## src/rtl/fft_out_serializer.sv

```systemverilog
// fft_out_serializer: captures a 32-sample FFT frame in parallel and streams it out with valid/ready.
// Define FFT_BITREV_EN to emit bit-reversed capture order as natural bin order.
module fft_out_serializer #(
    parameter int NUMBER_BITS = 22
) (
    input  logic                        clk_10,
    input  logic                        rst_n,
    input  logic                        load,
    input  logic [64*NUMBER_BITS-1:0]   data_in,
    output logic [2*NUMBER_BITS-1:0]    out_data,
    output logic                        out_valid,
    input  logic                        out_ready,
    output logic [4:0]                  out_index,
    output logic                        out_last,
    output logic                        busy,
    output logic                        frame_done,
    output logic                        overrun
);
    localparam int W = 2 * NUMBER_BITS;

    typedef enum logic {IDLE, STREAM} state_t;

    state_t       state;
    logic [4:0]   cnt;
    logic [4:0]   addr;
    logic [W-1:0] mem [32];
    logic         xfer;
    logic         capture;

`ifdef FFT_BITREV_EN
    assign addr = {cnt[0], cnt[1], cnt[2], cnt[3], cnt[4]};
`else
    assign addr = cnt;
`endif

    assign out_valid = (state == STREAM);
    assign busy      = out_valid;
    assign out_index = addr;
    assign out_data  = mem[addr];
    assign out_last  = out_valid && (cnt == 5'd31);
    assign xfer      = out_valid && out_ready;
    // a load riding on the final transfer starts the next frame without a bubble
    assign capture   = load && (!out_valid || (xfer && cnt == 5'd31));

    always_ff @(posedge clk_10 or negedge rst_n) begin
        if (!rst_n) begin
            state      <= IDLE;
            cnt        <= '0;
            frame_done <= 1'b0;
            overrun    <= 1'b0;
            for (int i = 0; i < 32; i++) mem[i] <= '0;
        end else begin
            frame_done <= xfer && (cnt == 5'd31);
            if (capture) begin
                for (int i = 0; i < 32; i++) mem[i] <= data_in[i*W +: W];
                cnt   <= '0;
                state <= STREAM;
            end else if (xfer) begin
                cnt <= cnt + 5'd1;
                if (cnt == 5'd31) state <= IDLE;
            end
            if (load && !capture) overrun <= 1'b1;
        end
    end
endmodule

```

## config.mk

```make
export PLATFORM = sky130hd
export DESIGN_NAME = fft_out_serializer
export DESIGN_NICKNAME = d
export VERILOG_FILES = /design/src/rtl/fft_out_serializer.sv
export SDC_FILE = /design/constraint.sdc
export NUM_CORES = 2
export LEC_CHECK = 0
export ABC_AREA = 1
export ABC_CLOCK_PERIOD_IN_PS = 4300
export BUFFER_PORTS_ARGS = -buffer_cell sky130_fd_sc_hd__buf_2
export CELL_PAD_IN_SITES_DETAIL_PLACEMENT = 1
export CELL_PAD_IN_SITES_GLOBAL_PLACEMENT = 2
export CORE_AREA = 10 10 569 571
export CTS_CLUSTER_SIZE = 28
export DETAILED_ROUTE_END_ITERATION = 8
export DIE_AREA = 0 0 579 581
export PLACE_DENSITY = 0.68
export SYNTH_ARGS = -nofsm -noshare
export SYNTH_HDL_FRONTEND = slang
export SYNTH_SLANG_ARGS = --single-unit
```

## constraint.sdc

```tcl
create_clock -name clk_10 -period 4.3 [get_ports clk_10]
set_input_delay 0.215 -clock clk_10 [delete_from_list [all_inputs] [get_ports clk_10]]
set_output_delay 0.215 -clock clk_10 [all_outputs]
set_load 0.02 [all_outputs]
```

# Word-level counts from Yosys, hierarchy flattened
# Cells that the tools add are included.
[totals]
ff_bits = 1416
input_bits = 1412
elab_cells = 59
[classes]
add_sub_neg = 1
order_cmp = 1
n_eq_ne = 1
n_mux = 8
n_bitwise = 1
reduce_logical = 11
[ops]
columns = ["op", "count"]
rows = [
  ["$bmux 44 s5", 1],
  ["$mux 44", 2],
  ["$mux 5", 2],
  ["$ge 6x6->1 const B", 1],
  ["$not 5->6", 1],
  ["$add 5x1->5 const B", 1],
  ["$eq 5x5->1 const B", 1],
  ["$logic_and 1x1->1", 5],
  ["$reduce_bool 2->1", 2],
  ["$mux 1", 3],
  ["$logic_not 1->1", 2],
  ["$reduce_and 2->1", 1],
  ["$logic_or 1x1->1", 1],
]

# Longest topological paths before layout
[logic_depth]
depth_word = 6
ltp_mapped = 13
ltp_nobuf = 10

# Least setup slack after synthesis
# OpenSTA, ideal clock, no wires.
[synth_timing]
kind = "register -> register"
from = "register cnt[2] (netlist: out_index[2])"
to = "register mem[1000] (netlist name)"
setup_time_ns = 0.116
arrival_ns = 2.002
path_slack_ns = 2.181
stages_incl_launch_ff = 14
path_buffers = 5
synth_period_minus_slack_ns = 2.119
cell_sequence = "dfrtp_1 buf_2 nand2_1 nor2_1 ha_1 inv_1 o21ai_1 nand2_1 buf_2 buf_6 buf_6 buf_6 nand2_1 nand2_1"
[synth_between]
elab_chain_cells = 4
[synth_lines]
columns = ["element", "line_no", "text"]
rows = [
  ["start, declared", "24", "logic [4:0] cnt;"],
  ["start signal, assigned", "59", "cnt <= cnt + 5'd1;"],
  ["$eq 5x5->1", "43", "assign capture = load && (!out_valid || (xfer && cnt == 5'd31));"],
  ["$logic_and 1x1->1", "43", ""],
  ["$logic_or 1x1->1", "43", ""],
  ["$logic_and 1x1->1", "43", ""],
  ["end, declared", "26", "logic [W-1:0] mem [32];"],
]
# No other way between the ends.
# A chain may end at the register's enable or synchronous reset.

# Worst setup path after layout
[layout_timing]
from = "register cnt[0] (netlist: out_index[0])"
to = "output out_data[28]"
[layout_between]
elab_chain_cells = 4
[layout_lines]
columns = ["element", "line_no", "text"]
rows = [
  ["$not 5->6 (implied by the code)", "39", "assign out_data = mem[addr];"],
  ["$bmux 44 s5", "39", ""],
  ["$mux 44 (implied by the code) (2 in a row)", "39", ""],
  ["end, declared", "10", "output logic [2*NUMBER_BITS-1:0] out_data,"],
]
# No other way between the ends. The select of a mux whose other input is x is not followed.

==> flow_summary.ini <==
[worst_setup_path]
reg2reg_setup_slack_ps = 400
start_kind = register
path_class = register to primary output
rr_endpoint = mem[1014]$_DFFE_PN0P_
cp_num_cells = 12
slowest_stage = dfrtp_4
cpLargestDelayFamily = buffers and inverters
cp-startpoint = out_index[0]$_DFFE_PN0P_
reg2reg_from = out_index[0]$_DFFE_PN0P_
critPathBufInv = 5
cp_max_fo = 85
required_ps = 4090
crit_end = out_data[28]
worstPathCellList = buf_4 -> buf_12 -> buf_4 -> nand2_1 -> nand3_1 -> nand3_1 -> nand2_1 -> nor2_1 -> nand2_1 -> nand2_1 -> inv_1 -> buf_2
crit_arrival_ps = 3990
max_stage_delay_ps = 530
end_kind = primary output
r2r_cells = 12
crit_top_cell = nand2_1

[timing]
tightest_slew_ps = 1220
fmax_ghz = 0.238
finalSetupViolCount = 0
relSlewSlack_pct = 18.7
fin_crit_ps = 4200
hold_viol = 0
skew_ps = 51.1
period_share_pct = 97.8
drv_slew = 0

[grt]
grt_antenna_before_repair = 111
gr-total-overflow = 0
grt_pass1_vias = 81464
grt_pass1_wl_um = 623000
track_usage_pct = 25.5
grt_max_degree = 182

[placement]
gp_congestion = 0.908
portBuffers = 1465
dp_hpwl_um = 328000
dpl.cell_count = 14567

[clock_network]
clk_path_buf_depth = 4
htree_levels = 4
cts_root_buf = clkbuf_16
clock_latency_ps = 860
clkTransAtPathRegs_ps = 60
tritoncts = yes
cts.sinks = 1416
numCtsBuffers = 178

[run_status]
status = complete, no violations

[synthesis]
synthesis.area_um2 = 67800
synthXorXnorAreaFrac_pct = 0.0129
ys_top_cells_by_area = dfrtp_1 (52%), nand2_1 (32%), nand3_1 (6.5%), buf_2 (1.7%), buf_4 (1.5%)
avgSynthCellArea_um2 = 7.25
synth-adder-area-share_pct = 0.0369
synth_compound_area_share_pct = 1.34
synth_top_family_by_area = simple AND/OR/NAND/NOR gates
yosysSeqAreaShare_pct = 52.2
yosys_register_bits = 1416
synth_top_area_cell = dfrtp_1
synth-simple-area-share_pct = 40.5
synthMuxAreaShare_pct = 0
ys_warn_count = 0
synth_top_area_share_pct = 52.2
ys_types = 21
syn_inst = 9363
syn-num-nets = 10777

[pwr]
finalPower_mw = 69.7
seqPwrFrac_pct = 35.1
p_sw_mw = 31.1
combPwrFrac_pct = 42.0
p_int_mw = 38.5
power.density_nw_per_um2 = 695
p_leak_nw = 52.0
pwr-share-clk_pct = 22.9
vdd_ir_drop_max_v = 0.000347
power_switching_share_pct = 44.7

[route]
drt_first_pass_iters = 5
vias = 75591
drt_iter0_markers = 5903
routed_wl_um = 446000
viasPerCell = 4.61
post_drt_wl_per_cell_um = 27.2
ant_nets = 0
drt_drc_violations_left = 0

[final_layout]
nFillCells = 37948
area_growth_pct = 47.7
nNetsFinal = 13455
stdcell_count = 16385
drive_above_1_share_pct = 16.6

[die]
die_area_um2 = 336000
die_h_um = 581
start_util_pct = 21.8
io_pins = 1466
die_w_um = 579
coreArea_um2 = 311000
num_rows = 205

[min_path]
worstHoldPathType = input pin to async pin

[job]
drv_cap = 0
## power groups by stage
stage	clock network (mW)	registers (mW)	logic [mW]
final	16.0	24.4	29.3
after global routing	16.9	25.1	32.4
after CTS	16.3	24.4	30.0
after detailed placement	0	24.5	28.3
after global placement	0	24.4	28.1
after floorplan	0	22.8	14.7
## metal layers
| layer | up-vias | wire length, um | global-route usage (%) |
|---|---|---|---|
| met1 | 37711 | 193000 | 33.5 |
| met4 | 40 | 25000 | 11.8 |
| li1 | 34144 | - | - |
| met5 | - | 241 | 0 |
| met2 | 2852 | 203000 | 41.0 |
| met3 | 844 | 24200 | 3.96 |
## synth_stat cells
cell type and instances:
nand2_1 5857, dfrtp_1 1416, nand3_1 884, nor2_1 270, buf_2 229, inv_1 139
buf_4 138, clkbuf_1 138, o21ai_0 135, buf_6 54, a21oi_1 44, buf_1 44
inv_2 5, ha_1 2, nor3_1 2, clkbuf_2 1, nand2_2 1, nor2_2 1
o21ai_1 1, o21bai_1 1, xor2_1 1
## per-stage QoR
| stage | area (um2) | TNS (ps) | hold slack, ps | utilization [%] | setup slack, ps |
|---|---|---|---|---|---|
| 6_report | 100000 | 0 | 36.4 | 32.2 | 95.9 |
| 5_1_grt | 100000 | -0.183 | 47.0 | 32.2 | -0.183 |
| 4_1_cts | 100000 | -324 | 0.0675 | 32.1 | -95.5 |
| 3_5_place_dp | 79200 | 0 | 181 | 25.4 | 109 |
| 3_3_place_gp | 79200 | 0 | 215 | 25.4 | 114 |
| 2_1_floorplan | 67800 | 0 | -80.6 | - | 2180 |
## timing repair
item                        CTS  global route
hold endpoints to repair   1771             0
setup buffers                 4             0
hold buffers               1425             0
pin swaps                     2             0
gates cloned                  5             1
gates resized for setup      75             7
setup endpoints to repair    43            14
## sequential cells by signal, indices dropped and copies added (netlist names)
register and count:
overrun 1, out_index 5, mem 1408, busy 1, frame_done 1
## final cells by class
cell class                 instances  area (um2)  share of cell area (%)
clock buffer                     264        5290                    5.28
antenna                           62         155                   0.155
multi-input combinational       7199       28600                    28.5
inverter                         144         594                   0.593
timing repair inverter             2        17.5                  0.0175
timing repair buffer            3100       24100                    24.1
tap                             4140        5180                    5.17
sequential                      1416       35400                    35.4
clock inverter                    58         810                   0.808
## worst min path at each step
stage	startpoint	endpoint	slack, ps	cells after the start
after floorplan	rst_n	busy$_DFFE_PN0P_	-80	0
after global placement	rst_n	mem[714]$_DFFE_PN0P_	210	1
after detailed placement	rst_n	mem[714]$_DFFE_PN0P_	180	1
after CTS	data_in[1127]	mem[291]$_DFFE_PN0P_	0.07	4
after global routing	rst_n	mem[921]$_DFFE_PN0P_	50	2
final	rst_n	mem[921]$_DFFE_PN0P_	40	2
## cells in the final DEF, fill, tap and decap left out, types with 62 or more instances in the layout
master            n
dlygate4sd3_1  1425
inv_1           135
clkbuf_16       182
nor2_1          259
buf_2          1464
nand2_1        5824
dfrtp_1        1412
buf_4           139
o21ai_0         135
nand3_1         877
diode_2          62
## cell families after synthesis
group / after synthesis
xor gates and xnor gates: 1
AOI/OAI and AO/OA: 181
DFF: 1416
adders and majority gates: 2
buffers and inverters: 748
and+or+nand+nor: 7015
No activity file was read; power rests on OpenSTA's default activity.
